[config.mk]
export PLATFORM = sky130hd
export DESIGN_NAME = char_line_feeder_flat
export DESIGN_NICKNAME = d
export VERILOG_FILES = /design/src/rtl/char_line_feeder_if.sv /design/src/rtl/char_line_feeder.sv /design/src/flat_wrapper.sv
export SDC_FILE = /design/constraint.sdc
export NUM_CORES = 1
export LEC_CHECK = 0
export CAP_MARGIN = 0
export CORE_MARGIN = 1
export CORE_UTILIZATION = 30
export DETAILED_ROUTE_END_ITERATION = 7
export DONT_BUFFER_PORTS = 1
export GPL_TIMING_DRIVEN = 0
export PLACE_DENSITY = 0.44
export SLEW_MARGIN = 10
export SYNTH_ARGS = -nofsm -noshare
export SYNTH_HDL_FRONTEND = slang
export SYNTH_SLANG_ARGS = --single-unit
[constraint.sdc]
create_clock -name clk_50 -period 4.5 [get_ports clk_50]
set_clock_uncertainty 0.15 [all_clocks]
set_input_delay 0.675 -clock clk_50 [delete_from_list [all_inputs] [get_ports clk_50]]
set_output_delay 0.675 -clock clk_50 [all_outputs]
set_load 0.02 [all_outputs]
[src/rtl/char_line_feeder_if.sv]
`default_nettype none
// ============================================================================
//  Module      : char_line_feeder_if
//  Description : Byte-stream input and character-display output bundle.
//  Revision    : 1.0
// ============================================================================
interface char_line_feeder_if;
    logic [7:0] in_data;
    logic       in_valid;
    logic       in_ready;
    logic       add_input;
    logic [6:0] char_code;
    logic       line_clear;
    logic [4:0] col_count;
    logic       busy;

    modport master (
        input  in_data, in_valid,
        output in_ready, add_input, char_code, line_clear, col_count, busy
    );

    modport slave (
        output in_data, in_valid,
        input  in_ready, add_input, char_code, line_clear, col_count, busy
    );
endinterface
`default_nettype wire

[src/rtl/char_line_feeder.sv]
`default_nettype none
// ============================================================================
//  Module      : char_line_feeder
//  Description : ASCII byte stream to character-display strobe/clear protocol.
//  Revision    : 1.0
// ============================================================================
module char_line_feeder #(
    parameter int unsigned DEPTH      = 8,
    parameter int unsigned HOLD_CYC   = 4,
    parameter int unsigned GAP_CYC    = 4,
    parameter int unsigned CLR_CYC    = 2,
    parameter int unsigned LINE_LEN   = 16,
    parameter int unsigned WRAP_CLEAR = 1
) (
    input  wire logic           clk_50,
    input  wire logic           reset_n,
    char_line_feeder_if.master  bus
);

    localparam int unsigned         c_AW        = $clog2(DEPTH);
    localparam logic [c_AW:0]       c_DEPTH     = (c_AW+1)'(DEPTH);
    localparam logic [15:0]         c_HOLD_LAST = 16'(HOLD_CYC - 1);
    localparam logic [15:0]         c_GAP_LAST  = 16'(GAP_CYC - 1);
    localparam logic [15:0]         c_CLR_LAST  = 16'(CLR_CYC - 1);
    localparam logic [4:0]          c_LINE_LEN  = 5'(LINE_LEN);

    typedef enum logic [2:0] {
        S_IDLE     = 3'd0,
        S_DISPATCH = 3'd1,
        S_STROBE   = 3'd2,
        S_GAP      = 3'd3,
        S_CLEAR    = 3'd4,
        S_CGAP     = 3'd5
    } state_t;

    // ---------------------------------------------------------------- FIFO
    logic [7:0]      r_mem [DEPTH];
    logic [c_AW-1:0] r_wptr;
    logic [c_AW-1:0] r_rptr;
    logic [c_AW:0]   r_count;
    logic            r_full;
    logic [c_AW:0]   w_count_nxt;
    logic            w_push;
    logic            w_pop;
    logic            w_empty;

    assign w_push  = bus.in_valid && !r_full;
    assign w_empty = (r_count == '0);

    always_comb begin
        w_count_nxt = r_count;
        case ({w_push, w_pop})
            2'b10:   w_count_nxt = r_count + 1'b1;
            2'b01:   w_count_nxt = r_count - 1'b1;
            default: w_count_nxt = r_count;
        endcase
    end

    always_ff @(posedge clk_50) begin
        if (w_push) begin
            r_mem[r_wptr] <= bus.in_data;
        end
    end

    always_ff @(posedge clk_50 or negedge reset_n) begin
        if (!reset_n) begin
            r_wptr  <= '0;
            r_rptr  <= '0;
            r_count <= '0;
            r_full  <= 1'b0;
        end else begin
            if (w_push) r_wptr <= r_wptr + 1'b1;
            if (w_pop)  r_rptr <= r_rptr + 1'b1;
            r_count <= w_count_nxt;
            r_full  <= (w_count_nxt == c_DEPTH);
        end
    end

    // ------------------------------------------------ head-of-FIFO decode
    logic [7:0] w_head;
    logic [6:0] w_code;
    logic       w_is_clear;

    always_comb begin
        w_head     = r_mem[r_rptr];
        w_code     = 7'd127;
        w_is_clear = 1'b0;
        if (w_head == 8'h20) begin
            w_code = 7'd0;
        end else if (w_head >= 8'h41 && w_head <= 8'h5A) begin
            w_code = 7'(w_head - 8'h40);
        end else if (w_head == 8'h21) begin
            w_code = 7'd27;
        end else if (w_head >= 8'h30 && w_head <= 8'h39) begin
            w_code = 7'(w_head - 8'd20);
        end else if (w_head >= 8'h61 && w_head <= 8'h7A) begin
            w_code = 7'(w_head - 8'd59);
        end else if (w_head == 8'h2B) begin
            w_code = 7'd64;
        end else if (w_head == 8'h2D) begin
            w_code = 7'd65;
        end else if (w_head == 8'h0A || w_head == 8'h0C) begin
            w_code     = 7'd0;
            w_is_clear = 1'b1;
        end
    end

    // ----------------------------------------------------------------- FSM
    state_t      r_state;
    state_t      w_next;
    logic [15:0] r_cnt;
    logic [6:0]  r_code;
    logic        r_is_clear;
    logic        r_pend;
    logic [4:0]  r_col;
    logic [6:0]  r_char_code;
    logic        r_add_input;
    logic        r_line_clear;
    logic        r_busy;

    always_comb begin
        w_next = r_state;
        w_pop  = 1'b0;
        case (r_state)
            S_IDLE: begin
                if (!w_empty) begin
                    w_pop  = 1'b1;
                    w_next = S_DISPATCH;
                end
            end
            S_DISPATCH: begin
                if (r_is_clear) begin
                    w_next = S_CLEAR;
                end else if (r_col < c_LINE_LEN) begin
                    w_next = S_STROBE;
                end else if (WRAP_CLEAR != 0) begin
                    w_next = S_CLEAR;
                end else begin
                    w_next = S_IDLE;
                end
            end
            S_STROBE: if (r_cnt == c_HOLD_LAST) w_next = S_GAP;
            S_GAP:    if (r_cnt == c_GAP_LAST)  w_next = S_IDLE;
            S_CLEAR:  if (r_cnt == c_CLR_LAST)  w_next = S_CGAP;
            S_CGAP:   if (r_cnt == c_GAP_LAST)  w_next = r_pend ? S_STROBE : S_IDLE;
            default:  w_next = S_IDLE;
        endcase
    end

    // Outputs are registered from the current state, so each strobe/clear
    // lags its state by one cycle; spacing between pulses is preserved.
    always_ff @(posedge clk_50 or negedge reset_n) begin
        if (!reset_n) begin
            r_state      <= S_IDLE;
            r_cnt        <= '0;
            r_code       <= '0;
            r_is_clear   <= 1'b0;
            r_pend       <= 1'b0;
            r_col        <= '0;
            r_char_code  <= '0;
            r_add_input  <= 1'b0;
            r_line_clear <= 1'b0;
            r_busy       <= 1'b0;
        end else begin
            r_state <= w_next;
            if (w_next != r_state) r_cnt <= '0;
            else                   r_cnt <= r_cnt + 16'd1;

            if (w_pop) begin
                r_code     <= w_code;
                r_is_clear <= w_is_clear;
            end

            if (r_state == S_DISPATCH) begin
                if (!r_is_clear) r_char_code <= r_code;
                r_pend <= (w_next == S_CLEAR) && !r_is_clear;
            end else if (r_state == S_CGAP && w_next != S_CGAP) begin
                r_pend <= 1'b0;
            end

            if (r_state == S_STROBE && w_next == S_GAP) begin
                r_col <= r_col + 5'd1;
            end else if (r_state == S_DISPATCH && w_next == S_CLEAR) begin
                r_col <= '0;
            end

            r_add_input  <= (r_state == S_STROBE);
            r_line_clear <= (r_state == S_CLEAR);
            r_busy       <= (w_next != S_IDLE) || (w_count_nxt != '0);
        end
    end

    assign bus.in_ready   = !r_full;
    assign bus.add_input  = r_add_input;
    assign bus.char_code  = r_char_code;
    assign bus.line_clear = r_line_clear;
    assign bus.col_count  = r_col;
    assign bus.busy       = r_busy;

endmodule
`default_nettype wire

[src/flat_wrapper.sv]
// flat-port wrapper written by rule: the top's interface ports become plain ports
module char_line_feeder_flat 
#(
    parameter int unsigned DEPTH      = 8,
    parameter int unsigned HOLD_CYC   = 4,
    parameter int unsigned GAP_CYC    = 4,
    parameter int unsigned CLR_CYC    = 2,
    parameter int unsigned LINE_LEN   = 16,
    parameter int unsigned WRAP_CLEAR = 1
)
  (clk_50, reset_n, bus_in_data, bus_in_valid, bus_in_ready, bus_add_input, bus_char_code, bus_line_clear, bus_col_count, bus_busy);
  char_line_feeder_if bus_i ();
  input  wire logic clk_50;
  input  wire logic reset_n;
  input wire logic [$bits(bus_i.in_data)-1:0] bus_in_data;
  input wire logic [$bits(bus_i.in_valid)-1:0] bus_in_valid;
  output wire logic [$bits(bus_i.in_ready)-1:0] bus_in_ready;
  output wire logic [$bits(bus_i.add_input)-1:0] bus_add_input;
  output wire logic [$bits(bus_i.char_code)-1:0] bus_char_code;
  output wire logic [$bits(bus_i.line_clear)-1:0] bus_line_clear;
  output wire logic [$bits(bus_i.col_count)-1:0] bus_col_count;
  output wire logic [$bits(bus_i.busy)-1:0] bus_busy;
  assign bus_i.in_data = bus_in_data;
  assign bus_i.in_valid = bus_in_valid;
  assign bus_in_ready = bus_i.in_ready;
  assign bus_add_input = bus_i.add_input;
  assign bus_char_code = bus_i.char_code;
  assign bus_line_clear = bus_i.line_clear;
  assign bus_col_count = bus_i.col_count;
  assign bus_busy = bus_i.busy;
  char_line_feeder #(.DEPTH(DEPTH), .HOLD_CYC(HOLD_CYC), .GAP_CYC(GAP_CYC), .CLR_CYC(CLR_CYC), .LINE_LEN(LINE_LEN), .WRAP_CLEAR(WRAP_CLEAR)) u_core (.clk_50(clk_50), .reset_n(reset_n), .bus(bus_i));
endmodule
Word level (Yosys, flattened, before mapping)
Memories as Yosys holds them, arrays and structs flattened.
Index checks and enable logic that the tools add are counted.

cells by class
  reduce and logical (&&, ||, !) cells = 19
  $add $sub $neg = 9
  magnitude comparators = 7
  bitwise logic cells = 1
  equal/unequal tests = 20
  mux-type cells = 35

operators by type and width
  operator                                                                              number
  7-bit two-way mux                                                                     8
  8-bit by 6-bit equality test with 1-bit output (second input constant)                4
  3-bit two-way mux                                                                     7
  3-bit one-hot mux with 6 select lines                                                 1
  16-bit by 1-bit adder with 16-bit output (second input constant)                      1
  16-bit by 1-bit equality test with 1-bit output (second input constant)               1
  16-bit by 2-bit equality test with 1-bit output (second input constant)               1
  8-bit by 4-bit equality test with 1-bit output (second input constant)                2
  8-bit by 7-bit greater-or-equal comparator with 1-bit output (second input constant)  2
  8-bit by 7-bit <= comparator with 1-bit output (second input constant)                2
  16-bit two-way mux                                                                    1
  1-bit two-way mux                                                                     14
  5-bit two-way mux                                                                     2
  3-bit by 2-bit equality test with 1-bit output (second input constant)                3
  3-bit equality test (second input constant)                                           3
  8-bit by 6-bit greater-or-equal comparator with 1-bit output (second input constant)  1
  8-bit by 6-bit <= comparator with 1-bit output (second input constant)                1
  1-bit logical AND                                                                     8
  4-bit one-hot mux with 2 select lines                                                 1
  7-bit by 5-bit subtractor with 7-bit output (second input constant)                   1
  7-bit by 6-bit subtractor with 7-bit output (second input constant)                   1
  7-bit subtractor (second input constant)                                              1
  3-bit by 1-bit adder with 3-bit output (second input constant)                        2
  5-bit by 1-bit adder with 5-bit output (second input constant)                        1
  19 further kinds                                                                      22

storage, ports and cells
  RAM bits = 64
  bits of input ports = 11
  output and inout bits = 16
  logic and storage cells = 106
  memories = 1
  bits in registers = 54

memories
  memory        depth  bits a word  rd ports  clocked after memory_dff  wr ports  line                    RTL
  u_core.r_mem  8      8            1         0                         1         char_line_feeder.sv:37  logic [7:0] r_mem [DEPTH];

Longest topological paths before layout
Gate-level depths: netlist of the first run.
An unclocked memory read counts as a cell.

  depth in word-level cells = 11
  mapped depth = 13
  gate-level depth less buffers = 12

Least setup slack after synthesis of the first run
OpenSTA, ideal clock, no wires.

  path kind = flip-flop to flip-flop
  from = register u_core.r_rptr[0]
  to = register u_core.r_code[0]
  cell stages (with the launch flop) = 13
  data arrival time = 3.044 ns
  path buffers = 3
  clock period less this slack = 3.280 ns
  setup slack = 1.220 ns
  data required time = 4.264 ns
  cells stage by stage = dfrtp_1 > buf_4 > mux4_2 > mux2_2 > inv_1 > ha_1 > buf_1 > o211ai_1 > a211o_1 > and3_1 > buf_2 > a2111o_1 > a32oi_1

between the ends
  word-level cells in the longest chain between the ends = 11
  elaborated cells between the ends (all ways) = 28
  classes of those cells = add/sub (3); order compare (6); eq/ne (6); mux (8); reduce/logical (4); memory (1)

RTL lines
  item                                            line                     RTL
  from (decl)                                     char_line_feeder.sv:39   logic [c_AW-1:0] r_rptr;
  from (signal assigned)                          char_line_feeder.sv:73   if (w_pop) r_rptr <= r_rptr + 1'b1;
  memory read 8 x 8 bit (*)                       n/a
  8-bit by 4-bit equality test with 1-bit output  char_line_feeder.sv:102  end else if (w_head == 8'h0A || w_head == 8'h0C) begin
  1-bit logical OR                                char_line_feeder.sv:102
  7-bit two-way mux                               char_line_feeder.sv:102
  7-bit two-way mux                               char_line_feeder.sv:100  end else if (w_head == 8'h2D) begin
  7-bit two-way mux                               char_line_feeder.sv:98   end else if (w_head == 8'h2B) begin
  7-bit two-way mux                               char_line_feeder.sv:96   end else if (w_head >= 8'h61 && w_head <= 8'h7A) begin
  7-bit two-way mux                               char_line_feeder.sv:94   end else if (w_head >= 8'h30 && w_head <= 8'h39) begin
  7-bit two-way mux                               char_line_feeder.sv:92   end else if (w_head == 8'h21) begin
  7-bit two-way mux                               char_line_feeder.sv:90   end else if (w_head >= 8'h41 && w_head <= 8'h5A) begin
  7-bit two-way mux (*)                           char_line_feeder.sv:88   if (w_head == 8'h20) begin
  to (signal assigned)                            char_line_feeder.sv:170  r_code <= w_code;
  to (decl)                                       char_line_feeder.sv:112  logic [6:0] r_code;

Mark *: on every way between the ends. The rest lies on a longest branch, timed or not.
A chain may end at the register's enable or synchronous reset.

Worst setup path in the final report of the first run
  from = register u_core.r_count[1]
  to = register u_core.r_busy (netlist: u_core.bus.busy)

between the ends
  word-level cells in the longest chain between the ends = 7
  elaborated cells between the ends (all ways) = 13
  classes of those cells = add/sub (2); eq/ne (2); mux (5); reduce/logical (4)

RTL lines
  item                                                                                   line                     RTL
  from (decl)                                                                            char_line_feeder.sv:40   logic [c_AW:0] r_count;
  from (signal assigned)                                                                 char_line_feeder.sv:74   r_count <= w_count_nxt;
  4-bit zero test (*)                                                                    char_line_feeder.sv:48   assign w_empty = (r_count == '0);
  1-bit two-way mux (*)                                                                  char_line_feeder.sv:126  if (!w_empty) begin
  1-bit two-way mux (*)                                                                  char_line_feeder.sv:124  case (r_state)
  net u_core.w_pop                                                                       char_line_feeder.sv:44   logic w_pop;
  2-bit by 1-bit equality test with 1-bit output or 2-bit equality test (tied branches)  char_line_feeder.sv:52   case ({w_push, w_pop})
  4-bit one-hot mux with 2 select lines (*)                                              char_line_feeder.sv:52
  4-bit nonzero test (*)                                                                 char_line_feeder.sv:189  r_busy <= (w_next != S_IDLE) || (w_count_nxt != '0);
  1-bit logical OR (*)                                                                   char_line_feeder.sv:189
  to (signal assigned)                                                                   char_line_feeder.sv:189
  to (decl)                                                                              char_line_feeder.sv:119  logic r_busy;

Mark *: on every way through the listed nets, which the timed path passes. The rest lies on a longest branch.

==> flow_metrics.py, run 1 <==
metrics = {
    "drt": {
        "drt-total-wl_um": 11400,
        "vias": 3342,
        "postRouteAntennaNets": 0,
        "vias_per_cell": 4.87,
        "routedWlPerCell_um": 16.6,
        "drc": 0,
        "drt_iter0_drc": 287,
        "drt_pass1_iterations": 4,
    },
    "placed_design": {
        "portBuffers": 0,
        "dp_hpwl_um": 7840,
        "place_congestion": 0.755,
    },
    "worst_setup_path": {
        "r2r-start": "u_core.r_count[1]$_DFF_PN0_",
        "cp-start-kind": "flop",
        "required_ns": 4.62,
        "worstSetupEndpointType": "flop",
        "crit_start": "u_core.r_count[1]$_DFF_PN0_",
        "critical_path.max_fanout": 7,
        "arrival_ns": 4.10,
        "path_class": "flop to flop",
    },
    "timing": {
        "hold_viol_final": 0,
        "slew_viol_final": 0,
        "rsz0062_at_grt": "no",
        "whs_ns": 0.208,
        "slew_headroom_pct": 18.7,
        "setup_viol": 0,
        "tightest_slew_ns": 1.21,
        "max_freq_ghz": 0.252,
        "period_minus_slack_ns": 3.97,
        "fin_crit_sh_pct": 88.3,
        "setup_tns_ns": 0,
    },
    "final_layout": {
        "drive_gt1_share_pct": 15.3,
        "regArea_um2": 3270,
        "utilization_pct": 35.6,
        "diodes": 0,
        "nets": 473,
        "multi_input_area_um2": 2060,
        "area_delta_synth_final_pct": 16.4,
        "fillers": 1754,
    },
    "yosys": {
        "syn_area_per_cell_um2": 13.0,
        "netlist_instances": 422,
        "synth_edf_count": 64,
        "synth_area_leaders": "edfxtp_1, dfrtp_1, mux4_2",
        "synth_cell_types": 57,
        "synth.most_common_cell": "edfxtp_1",
        "synth_commonest_cells": "edfxtp_1, dfrtp_1, nor2_1",
        "synth_seq_cells": 118,
        "synth_warnings": 0,
        "yosysSeqAreaShare_pct": 59.8,
        "yosys.area.top_type": "edfxtp_1",
        "netlist.area_leader.share_pct": 35.1,
        "synth.cell_area_um2": 5480,
        "synth-main-ff-cell": "edfxtp_1",
        "syn_nets": 450,
        "synthArstFlopShare_pct": 45.8,
    },
    "cts": {
        "clk_path_buf_depth": 2,
        "root_buffer": "clkbuf_16",
        "clkTransAtPathRegs_ns": 0.06,
        "cts.sinks": 118,
        "ctsResizeCount": 0,
        "clk_latency_ns": 0.41,
        "htreeDepth": 4,
        "tritoncts": "built",
        "numCtsBuffers": 17,
    },
    "status": {
        "outcome": "completed",
    },
    "floorplan": {
        "num_io_pins": 27,
        "die_w_um": 137,
        "fp.dieArea_um2": 18800,
        "row_count": 49,
        "dieHeight_um": 137,
        "floorplan.initialDensity_pct": 30.6,
        "coreArea_um2": 17900,
    },
    "global_routing": {
        "grt_max_degree": 55,
        "grt_pass1_vias": 3317,
        "track_usage_pct": 13.4,
        "gr-total-overflow": 0,
        "grt_pass1_wl_um": 18400,
        "grt_antenna_before_repair": 0,
    },
    "pwr": {
        "p_clk_share_pct": 27.4,
        "swShare_pct": 37.3,
        "irDropWorstVdd_v": 0.000323,
        "leakage_nw": 2.43,
        "pwr-share-seq_pct": 35.7,
        "p_comb_share_pct": 37.0,
        "power.density_nw_per_um2": 701,
        "cell_internal_pwr_w": 0.00280,
        "p_switching_w": 0.00167,
    },
    "job": {
        "drv_cap": 0,
    },
    "worst_hold_path": {
        "hold_start": "bus_in_data[1]",
        "hold_path.class": "input pin to flop",
    },
}
## critical path, cell delays in order (launching register included)
cell and delay [ns]:
dfrtp_1 0.41, o41ai_1 0.93, inv_1 0.36, ha_1 0.34, ha_1 0.28, a21o_1 0.18
a21oi_1 0.17, xnor2_1 0.14, nor2_1 0.07, xnor2_1 0.26, nand4_1 0.15, or4_1 0.40
## path summary, 6_finish.rpt
| kind | to | slack (ns) | cells after the start |
|---|---|---|---|
| max | u_core.bus.busy$_DFF_PN0_ | 0.53 | 11 |
| min | u_core.r_mem[2][1]$_DFFE_PP_ | 0.21 | 0 |
| max reg2reg | u_core.bus.busy$_DFF_PN0_ | 0.53 | 11 |
| min reg2reg | u_core.r_code[3]$_DFFE_PN0P_ | 0.36 | 2 |
| max in group asynchronous | u_core.r_pend$_DFFE_PN0P_ | 3.31 | 2 |
| min in group asynchronous | u_core.bus.col_count[3]$_DFFE_PN0P_ | 0.66 | 2 |
## cells by family (layout without fill, tap and decap cells)
kind of cell	after synthesis	in the layout	synth area share, %
flip-flops	118	118	59.8
AO/OA/AOI/OAI	66	66	8.43
buffers and inverters	36	71	2.81
adder cells (fa/ha/maj)	17	17	4.02
AND/OR/NAND/NOR	122	122	10.7
XOR/XNOR	27	27	4.32
multiplexers	36	36	9.92
## through the flow
step	total power, W	area, um^2	worst slack [ns]	std cells
finish	0.00447	6370	0.526	686
CTS	0.00453	6370	0.422	686
global route	0.00478	6370	0.218	686
floorplan	0.00283	5480	1.22	422
detailed placement	0.00326	5800	0.448	653
global placement	0.00323	5760	0.498	651
## per-layer routing
metal	GRT usage [%]	vias up	share of wire [%]
met5	0	-	0
met1	18.3	1655	49
li1	-	1614	-
met4	5.68	0	1.5
met3	3.48	15	4.1
met2	19.9	58	45
## state kept, by name, indices dropped and copies added (netlist names)
| register | count |
|---|---|
| u_core.bus.add_input | 1 |
| u_core.bus.busy | 1 |
| u_core.bus.char_code | 7 |
| u_core.bus.col_count | 5 |
| u_core.bus.line_clear | 1 |
| u_core.r_cnt | 16 |
| u_core.r_code | 7 |
| u_core.r_count | 4 |
| u_core.r_full | 1 |
| u_core.r_is_clear | 1 |
| u_core.r_mem | 64 |
| u_core.r_pend | 1 |
| u_core.r_rptr | 3 |
| u_core.r_state | 3 |
| u_core.r_wptr | 3 |
## power by group through the flow
stage	Combinational (W)	Sequential, W	Clock, W
2_1_floorplan	0.00126	0.00156	0
3_3_place_gp	0.00162	0.00161	0
3_5_place_dp	0.00164	0.00162	0
4_1_cts	0.00167	0.00160	0.00126
5_1_grt	0.00184	0.00163	0.00131
6_report	0.00165	0.00159	0.00122
## what timing repair did
action / CTS / global route
hold endpoints to repair: 54 / 0
hold buffers: 2 / 0
endpoints found under the setup margin: 0 / 0
setup buffers: 0 / 0
## cells in the final DEF, fill, tap and decap left out, types with 4 or more instances in the layout
master,netlist,layout
buf_2,6,6
xnor2_1,14,14
dfrtp_1,54,54
nor4_1,4,4
inv_1,21,21
edfxtp_1,64,64
nand2_1,28,28
clkbuf_1,6,7
mux2_2,15,15
a21oi_1,17,17
o21ai_0,8,8
and3_1,6,6
mux2i_1,7,7
mux4_2,12,12
clkbuf_16,0,17
nor2_1,37,37
nand3_1,15,15
ha_1,16,16
xor2_1,13,13
nand2b_1,5,5
nor3_1,11,9
## area by class of cell
| cell class | instances | area share, % |
|---|---|---|
| Tap cell | 229 | 4.50 |
| Buffer | 15 | 1.18 |
| Multi-Input combinational cell | 268 | 32.3 |
| Clock buffer | 18 | 6.73 |
| Sequential cell | 118 | 51.4 |
| Clock inverter | 13 | 1.73 |
| Timing Repair Buffer | 4 | 0.942 |
| Inverter | 21 | 1.24 |
No activity file was read; power rests on OpenSTA's default activity.
==> run 2, diff against run 1 <==
CORE_ASPECT_RATIO = 2   (was default)
HOLD_SLACK_MARGIN = 0.05   (was default)
==> flow_metrics.py, run 2 (synthesized netlist as in run 1, its figures left out) <==
metrics = {
    "cts": {
        "numCtsBuffers": 17,
        "clkTransAtPathRegs_ns": 0.06,
        "htreeDepth": 4,
        "cts.sinks": 118,
        "tritoncts": "built",
        "root_buffer": "clkbuf_16",
        "clk_latency_ns": 0.42,
        "ctsResizeCount": 0,
        "clk_path_buf_depth": 2,
    },
    "placed_design": {
        "place_congestion": 0.794,
        "dp_slack_ns": 0.537,
        "dp_hpwl_um": 8600,
        "dpl-instance-area_um2": 5770,
        "portBuffers": 0,
        "dp.cells": 637,
    },
    "timing": {
        "slew_headroom_pct": 20.1,
        "timing.final.ws_setup_ns": 0.650,
        "period_minus_slack_ns": 3.85,
        "slew_viol_final": 0,
        "setup_viol": 0,
        "hold_viol_final": 0,
        "fin_crit_sh_pct": 85.6,
        "rsz0062_at_grt": "no",
        "setup_tns_ns": 0,
        "max_freq_ghz": 0.260,
        "tightest_slew_ns": 1.19,
    },
    "drt": {
        "drt_pass1_iterations": 4,
        "routedWlPerCell_um": 17.9,
        "vias_per_cell": 5.01,
        "drc": 0,
        "vias": 3364,
        "route.met3.wl_um": 345,
        "routed.top_layer": "met4",
        "drt_iter0_drc": 132,
        "routedLengthMet1_um": 4320,
        "dr_wl_met2_um": 7180,
        "drt-total-wl_um": 12000,
        "postRouteAntennaNets": 0,
    },
    "pwr": {
        "swShare_pct": 37.8,
        "power.density_nw_per_um2": 711,
        "irDropWorstVdd_v": 0.000177,
        "leakage_nw": 2.43,
        "p_switching_w": 0.00171,
        "p_clk_share_pct": 28.3,
        "p_comb_share_pct": 36.6,
        "cell_internal_pwr_w": 0.00281,
        "pwr-share-seq_pct": 35.1,
    },
    "global_routing": {
        "grt_antenna_before_repair": 0,
        "gr-total-overflow": 0,
        "track_usage_pct": 13.8,
        "grt_pass1_wl_um": 19300,
        "grt_max_degree": 55,
        "grt_pass1_vias": 3540,
    },
    "worst_hold_path": {
        "hold_start": "bus_in_data[4]",
        "hold_path.class": "input pin to flop",
        "hold_end": "u_core.r_mem[6][4]$_DFFE_PP_",
        "whs_path_depth": 0,
    },
    "floorplan": {
        "dieHeight_um": 193,
        "floorplan.initialDensity_pct": 30.8,
        "row_count": 69,
        "die_w_um": 97.5,
        "coreArea_um2": 17800,
        "num_io_pins": 27,
        "fp.dieArea_um2": 18800,
    },
    "worst_setup_path": {
        "path_buf_inv": 1,
        "critical_path.max_fanout": 7,
        "cp_cell_sequence": "o41ai_1 -> inv_1 -> ha_1 -> ha_1 -> a21o_1 -> a21oi_1 -> xnor2_1 -> nor2_1 -> xnor2_1 -> nand4_1 -> or4_1",
        "cp-start-kind": "flop",
        "crit_slowest_cell": "o41ai_1",
        "path_depth": 11,
        "r2r-start": "u_core.r_count[1]$_DFF_PN0_",
        "critPathMaxStageDelay_ns": 0.81,
        "worst_r2r_endpoint": "u_core.bus.busy$_DFF_PN0_",
        "worstSetupEndpointType": "flop",
        "required_ns": 4.63,
        "arrival_ns": 3.98,
        "cp_top_family": "compound AO/OA/AOI/OAI gates",
        "regToRegSetupSlack_ns": 0.65,
        "reg2reg_depth": 11,
        "path_class": "flop to flop",
    },
    "final_layout": {
        "regMostFlops": "u_core.r_mem",
        "largest_reg_flops": 64,
        "nets": 473,
        "mostFrequentLayoutCells": "edfxtp_1, dfrtp_1, nor2_1",
        "utilization_pct": 35.8,
        "diodes": 0,
        "design_area_um2": 6360,
        "drive_gt1_share_pct": 15.7,
        "layout.cells.non_filler": 671,
        "reg_top3": "u_core.r_mem x64, u_core.r_cnt x16",
        "final_common_cell": "edfxtp_1",
        "area_delta_synth_final_pct": 16.2,
    },
    "status": {
        "outcome": "completed",
    },
    "job": {
        "drv_cap": 0,
    },
}
-- run 2: cell types whose count changed in the layout (fill, tap and decap cells not counted) --
cell and change:
clkinv_2 -1, buf_4 +2, buf_6 -2, clkinv_1 -1, inv_6 +3
-- run 2: power groups by stage --
stage	registers (W)	logic (W)	clock network, W
finish	0.00159	0.00165	0.00128
global route	0.00162	0.00184	0.00136
CTS	0.00160	0.00168	0.00132
detailed placement	0.00162	0.00165	0
global placement	0.00161	0.00164	0
floorplan	0.00156	0.00126	0
-- run 2: routing by layer --
layer / GRT usage [%] / up-vias
met2: 27.8 / 48
met4: 5.77 / 0
met3: 3.53 / 10
li1: - / 1611
met5: 0 / -
met1: 12.9 / 1695
-- run 2: layout make-up --
| cell class | instances | area [um^2] |
|---|---|---|
| Clock inverter | 14 | 128 |
| Clock buffer | 18 | 429 |
| Inverter | 21 | 78.8 |
| Tap cell | 213 | 267 |
| Sequential cell | 118 | 3270 |
| Multi-Input combinational cell | 268 | 2060 |
| Buffer | 15 | 75.1 |
| Fill cell | 1740 | 11400 |
| Timing Repair Buffer | 4 | 52.6 |
-- run 2: stage by stage --
stage          hold slack [ns]  power (W)
2_1_floorplan            0.229    0.00283
3_3_place_gp             0.231    0.00325
3_5_place_dp             0.231    0.00327
4_1_cts                  0.179    0.00459
5_1_grt                  0.179    0.00481
6_report                 0.198    0.00452
-- run 2: worst max-delay path by stage --
stage	slack [ns]	to	from
after floorplan	1.22	u_core.r_code[0]$_DFFE_PN0P_	u_core.r_rptr[0]$_DFFE_PN0P_
after global placement	0.61	u_core.bus.busy$_DFF_PN0_	u_core.r_count[1]$_DFF_PN0_
after detailed placement	0.54	u_core.bus.busy$_DFF_PN0_	u_core.r_count[1]$_DFF_PN0_
after CTS	0.51	u_core.bus.busy$_DFF_PN0_	u_core.r_count[1]$_DFF_PN0_
after global routing	0.35	u_core.bus.busy$_DFF_PN0_	u_core.r_count[0]$_DFF_PN0_
final	0.65	u_core.bus.busy$_DFF_PN0_	u_core.r_count[1]$_DFF_PN0_
-- run 2: repair_timing --
action / 4_1_cts / 5_1_grt
endpoints found under the setup margin: 0 / 0
buffers inserted: 0 / 0
hold buffers: 2 / 0
endpoints found under the hold margin: 54 / 0
==> RTL change 1 (config.mk and constraints of run 2) <==
Encoding of `state_t`: now one-hot (6 bits for 6 states).
--- a/src/rtl/char_line_feeder.sv
+++ b/src/rtl/char_line_feeder.sv
@@ -25,11 +25,11 @@
     localparam logic [4:0]          c_LINE_LEN  = 5'(LINE_LEN);
 
-    typedef enum logic [2:0] {
-        S_IDLE     = 3'd0,
-        S_DISPATCH = 3'd1,
-        S_STROBE   = 3'd2,
-        S_GAP      = 3'd3,
-        S_CLEAR    = 3'd4,
-        S_CGAP     = 3'd5
+    typedef enum logic [5:0] {
+        S_IDLE     = 6'b000001,
+        S_DISPATCH = 6'b000010,
+        S_STROBE   = 6'b000100,
+        S_GAP      = 6'b001000,
+        S_CLEAR    = 6'b010000,
+        S_CGAP     = 6'b100000
     } state_t;
 
Formal check against the unedited RTL: no difference found for any inputs over 10 cycles, from zero or initial values and one cycle with reset_n low; not proved beyond that.
==> RTL change 1 against run 2 <==
Setup slack gained 0.29 ns; sequential cell count up 3; highest routed layer unchanged; design area up 7.5%; critical path type unchanged; combinational power increased by 13%; power increased by 6.1%; routed wire length up 12%; largest cell class unchanged; sequential share of layout area decreased by 2.5 points; area after synthesis up 7.1%.
==> RTL change 1: results (changes against run 2) <==
[metrics] outcome: finished, final reports clean
[metrics] First-pass DRT Iterations: 4 (unchanged)
[metrics] Yosys warning total: 0 (unchanged)
[metrics] routed wire length: 13.49 mm (+12%)
[metrics] Layout Cells excl Fill: 758 (+13%)
[metrics] number of nets in the final layout: 512 (+8.2%)
[metrics] CTS Buffer Depth: 2 (unchanged)
[metrics] via count: 3737 (+11%)
[metrics] CTS clk-pin slew, worst paths: 0.06 ns (about the same)
[metrics] most used flip-flop cell after synthesis: edfxtp_1
[metrics] overall routing resource usage: 14.56% (+0.73 points)
[metrics] Slowest Stage Delay on Critical Path: 0.51 ns (-0.30 ns)
[metrics] number of nets in the synthesized netlist: 487 (+8.2%)
[metrics] register area share after synthesis: 57.12% (-2.7 points)
[metrics] leading registers by flop count: u_core.r_mem x64, u_core.r_cnt x16
[metrics] Worst IR Drop VDD: 0.2270 mV (+28%)
[metrics] Root Buffer: clkbuf_16
[metrics] IO buf count: 0 (unchanged)
[metrics] path class of the lowest-slack min-delay path: in -> reg
[metrics] worst-case headroom to the max-slew limit: 32.30% (+12 points)
[metrics] DP Wirelength: 10.01 mm (+16%)
[metrics] Inst Count DP: 724 (+14%)
[metrics] Post-Synthesis Cells: 461 (+9.2%)
[metrics] via count of the first global-routing pass: 4004 (+13%)
[metrics] CP Data Arrival Time: 3.70 ns (-0.28 ns)
[metrics] final weighted congestion in routability-driven placement: 0.8094 (+2.0%)
[metrics] worst-path fanout max: 10 (+3)
[metrics] slowest cell on the critical path: or4_1
[metrics] later-pin clock latency in the skew report: 0.42 ns (about the same)
[metrics] number of buffers inserted by post-CTS setup repair: 0 (unchanged)
[metrics] static leakage: 2.536 nW (+4.3%)
[metrics] unique cell type count in the Yosys netlist: 69 (+21%)
[metrics] asr flop ratio synth: 47.11% (+1.3 points)
[metrics] share of final-layout standard cells stronger than drive strength 1: 19.04% (+3.3 points)
[metrics] leading cell types by count after synthesis: 64 x edfxtp_1, 56 x dfrtp_1, 39 x nand2_1
[metrics] largest cells by area after synthesis: edfxtp_1 33%, dfrtp_1 24%, mux4_2 4.2%, ha_1 3.2%, mux2_2 2.5%
[metrics] starting DRC count in detailed routing: 138 (+4.5%)
[metrics] EDFF count, synth: 64 (unchanged)
[metrics] initial antenna violation count: 0 (unchanged)
[metrics] Num CTS Buffers: 17 (unchanged)
[metrics] Diodes inserted: 0 (unchanged)
[metrics] H-Tree Level Count: 4 (unchanged)
[metrics] global-route wire length before repair: 21.34 mm (+11%)
[metrics] maximum number of pins on one net before global-route repair: 58 (+5.5%)
## RTL change 1: cell types whose count changed in the layout (fill, tap and decap cells not counted), sizes merged, moves of 4 or more
cell            run 2  this run
o21ai              11        28
nor2               37        33
nand3              15        22
a21oi              17         9
nand3b              0         4
o2111ai             0         4
nor3b               2         6
nor4                5        10
nand2              28        39
## RTL change 1: cell families (layout without fill, tap and decap cells)
family	after synthesis	in the layout	synth area share, %
buffers and inverters	30	68	2.774
DFF	121	121	57.12
muxes	35	35	9.772
xor gates and xnor gates	28	28	4.182
AOI/OAI and AO/OA	68	68	7.895
adders and majority gates	15	15	3.200
and+or+nand+nor	164	164	15.06
## RTL change 1: worst paths after layout
check / startpoint / to / slack (ns) / depth (start not counted)
worst max-delay path: u_core.r_rptr[0] / u_core.r_code[3] / 0.94 / 13
worst min-delay path: bus_in_data[3] / u_core.r_mem[2][3] / 0.19 / 0
worst min register to register: u_core.r_code[1] / u_core.r_code[1] / 0.34 / 2
worst max register to register: u_core.r_rptr[0] / u_core.r_code[3] / 0.94 / 13
max in group asynchronous: reset_n / u_core.r_state[0] / 3.26 / 2
min in group asynchronous: reset_n / u_core.r_cnt[8] / 0.62 / 2
## RTL change 1: what timing repair did
action | in CTS | in global routing
endpoints found under the hold margin | 57 | 0
hold buffers | 2 | 0
gates resized for setup | 0 | 0
## RTL change 1: critical path, delay by kind of cell, from the launching register on
| family | cells | cell delay [ns] |
|---|---|---|
| AOI/OAI and AO/OA | 5 | 0.79 |
| and+or+nand+nor | 4 | 1.10 |
| DFF | 1 | 0.47 |
| buffers and inverters | 3 | 0.62 |
| adders and majority gates | 1 | 0.31 |
## RTL change 1: metrics by stage
stage               hold WS [ns]  worst slack (ns)  power (mW)  instance area, um^2
CTS                       0.1759            0.8835       4.873                 6842
floorplan                 0.2294             1.519       3.026                 5864
global route              0.1701            0.6550       5.114                 6842
finish                    0.1919            0.9364       4.801                 6842
detailed placement        0.2308            0.9062       3.549                 6248
global placement          0.2305            0.3434       3.491                 6188
## RTL change 1: final cells by class
cell class / count / area [um^2]
clock buffers: 17 / 425.4
fillers: 1930 / 12440
multi-input cells: 310 / 2379
plain buffers: 14 / 102.6
repair buffers: 6 / 71.32
flip-flops and latches: 121 / 3349
inverters: 16 / 60.06
well taps: 259 / 324.1
clock inverters: 15 / 130.1
## RTL change 1: power breakdown
group          internal (mW)  switching, mW
clock network          0.724          0.567
logic                  0.770           1.10
registers               1.41          0.231
## RTL change 1: per-layer routing
layer  track usage [%]  vias up  part of all wire [%]
li1                  -     1774                     -
met1             12.58     1866                    34
met2             29.55       73                    60
met3             4.267       24                   3.5
met4             6.388        0                   2.1
met5                 0        -                     0
==> RTL change 2 (config.mk and constraints of run 2) <==
Made on the original files. `WRAP_CLEAR` is set to 1 in 2 places; all go to 0.
--- a/src/rtl/char_line_feeder.sv
+++ b/src/rtl/char_line_feeder.sv
@@ -11,5 +11,5 @@
     parameter int unsigned CLR_CYC    = 2,
     parameter int unsigned LINE_LEN   = 16,
-    parameter int unsigned WRAP_CLEAR = 1
+    parameter int unsigned WRAP_CLEAR = 0
 ) (
     input  wire logic           clk_50,
--- a/src/flat_wrapper.sv
+++ b/src/flat_wrapper.sv
@@ -7,5 +7,5 @@
     parameter int unsigned CLR_CYC    = 2,
     parameter int unsigned LINE_LEN   = 16,
-    parameter int unsigned WRAP_CLEAR = 1
+    parameter int unsigned WRAP_CLEAR = 0
 )
   (clk_50, reset_n, bus_in_data, bus_in_valid, bus_in_ready, bus_add_input, bus_char_code, bus_line_clear, bus_col_count, bus_busy);
Formal check against the unedited RTL: same outputs for any inputs over 10 cycles, from zero or initial values and one cycle with reset_n low; that may be too few to reach the edited logic, so the function may still have changed.
==> RTL change 2 against run 2 <==
Sequential cell count stayed put; design area is 0.83% higher; largest power group unchanged; routed wire length is 0.27% higher; sequential share of layout area is 0.42 points lower; largest cell class unchanged; area after synthesis is 0.82% higher; power is 1.4% higher; setup slack worse by 0.067 ns; the run now ends with DRC left; critical endpoint unchanged.
==> RTL change 2: results (changes against run 2) <==
[metrics] outcome: finished with violations
[metrics] violated checks: DRC
[metrics] via count of the first global-routing pass: 3584 (+1.2%)
[metrics] global routing met3 resource utilization: 3.208% (-0.32 points)
[metrics] maximum operating frequency: 255.3 MHz (-1.7%)
[metrics] Routed met2 length: 7.083 mm (-1.4%)
[metrics] syn avg cell area: 13.24 um^2 (+2.0%)
[metrics] CTS Buffer Depth: 2 (unchanged)
[metrics] residual DRC count: 3 (+3)
[metrics] worst-case headroom to the max-slew limit: 27.89% (+7.8 points)
[metrics] length of routed wiring on met1: 4.292 mm (-0.63%)
[metrics] share of final-layout standard cells stronger than drive strength 1: 16.56% (+0.84 points)
[metrics] met3 wire len: 357 um (+3.5%)
[metrics] First-pass DRT Iterations: 6 (+2)
[metrics] pre-CTS worst setup slack: 0.4814 ns (-0.05543 ns)
[metrics] final weighted congestion in routability-driven placement: 0.8222 (+3.6%)
[metrics] starting DRC count in detailed routing: 115 (-13%)
[metrics] largest cells by area after synthesis: edfxtp_1 35%, dfrtp_1 24%, mux4_2 4.5%, ha_1 3.6%, nor2_1 2.9%
[metrics] Layout Cells excl Fill: 666 (-0.75%)
[metrics] number of nets in the synthesized netlist: 445 (-1.1%)
[metrics] met2 GRT Util: 26.50% (-1.3 points)
[metrics] global-route wire length before repair: 19.26 mm (-0.15%)
[metrics] CP Data Arrival Time: 4.04 ns (+0.06 ns)
[metrics] overall routing resource usage: 13.69% (-0.14 points)
[metrics] WL per Instance: 18.11 um (+1.0%)
[metrics] Register-to-Register Setup Slack: 0.58 ns (-0.07 ns)
[metrics] static leakage: 2.450 nW (+0.71%)
[metrics] register area share after synthesis: 59.28% (-0.49 points)
[metrics] Inst Count DP: 632 (-0.78%)
[metrics] Worst IR Drop VDD: 0.1998 mV (+13%)
[metrics] DP Wirelength: 8.654 mm (+0.61%)
[metrics] PostCTS Resize Cnt: 0 (unchanged)
[metrics] Filler cells: 1734 (-0.34%)
[metrics] global routing usage on met1: 12.76% (-0.12 points)
## RTL change 2: changes by cell type in the layout (fill, tap and decap cells not counted), sizes merged, moves of 5 or more
cell / before / now
nand2: 28 / 33
nand2b: 5 / 10
nor2: 37 / 42
inv: 25 / 16
nor3: 11 / 5
## RTL change 2: where the power goes
group | switching (mW) | total, mW | leakage [nW] | internal (mW)
clock | 0.500 | 1.31 | 0.259 | 0.806
combinational | 0.959 | 1.68 | 0.925 | 0.720
sequential | 0.219 | 1.60 | 1.27 | 1.38
total | 1.68 | 4.59 | 2.45 | 2.91
## RTL change 2: critical path, cell delays in order, from the launching register on
cell and delay, ns:
dfrtp_1 0.42, o41ai_1 0.88, inv_1 0.30, ha_1 0.33
ha_1 0.28, a21o_1 0.17, a21oi_1 0.17, xnor2_1 0.14
nor2_1 0.06, xnor2_1 0.18, inv_1 0.07, or4b_2 0.62
## RTL change 2: worst min-delay path by stage
stage	startpoint	endpoint	slack (ns)	cells after the start
4_1_cts	bus_in_data[4]	u_core.r_mem[0][4]	0.18	0
5_1_grt	bus_in_data[0]	u_core.r_mem[1][0]	0.18	0
3_3_place_gp	reset_n	u_core.r_cnt[7]	0.23	0
6_report	bus_in_data[4]	u_core.r_mem[0][4]	0.20	0
2_1_floorplan	reset_n	u_core.bus.add_input	0.23	0
3_5_place_dp	reset_n	u_core.r_cnt[7]	0.23	0
## RTL change 2: metrics by stage
stage | cell area [um^2] | hold WS, ns | power [mW] | utilization, %
2_1_floorplan | 5522 | 0.2294 | 2.869 | -
3_3_place_gp | 5788 | 0.2307 | 3.282 | 32.39
3_5_place_dp | 5813 | 0.2309 | 3.309 | 32.53
4_1_cts | 6415 | 0.1847 | 4.649 | 35.90
5_1_grt | 6415 | 0.1804 | 4.870 | 35.90
6_report | 6415 | 0.1991 | 4.588 | 35.90
## RTL change 2: final cells by class
cell class	instances	area (um^2)	area share, %
multi-input combinational	273	2107	32.85
clock buffer	18	429.2	6.690
inverter	15	56.30	0.8777
buffer	11	95.09	1.482
timing repair buffer	4	52.55	0.8192
tap	213	266.5	4.154
sequential	118	3273	51.02
clock inverter	14	135.1	2.107
## RTL change 2: cells by family (layout without fill, tap and decap cells)
logic type | count (synthesis) | count (layout) | share of synthesized area (%)
XOR/XNOR | 27 | 27 | 4.283
AND/OR/NAND/NOR | 134 | 134 | 11.96
multiplexers | 37 | 37 | 10.65
buffers and inverters | 26 | 62 | 2.742
AO/OA/AOI/OAI | 58 | 58 | 7.093
adder cells (fa/ha/maj) | 17 | 17 | 3.988
flip-flops | 118 | 118 | 59.28
## RTL change 2: timing repair
action                                 in CTS  in global routing
setup buffers                               0                  0
endpoints found under the hold margin      54                  0
hold buffers                                2                  0
setup endpoints to repair                   0                  0
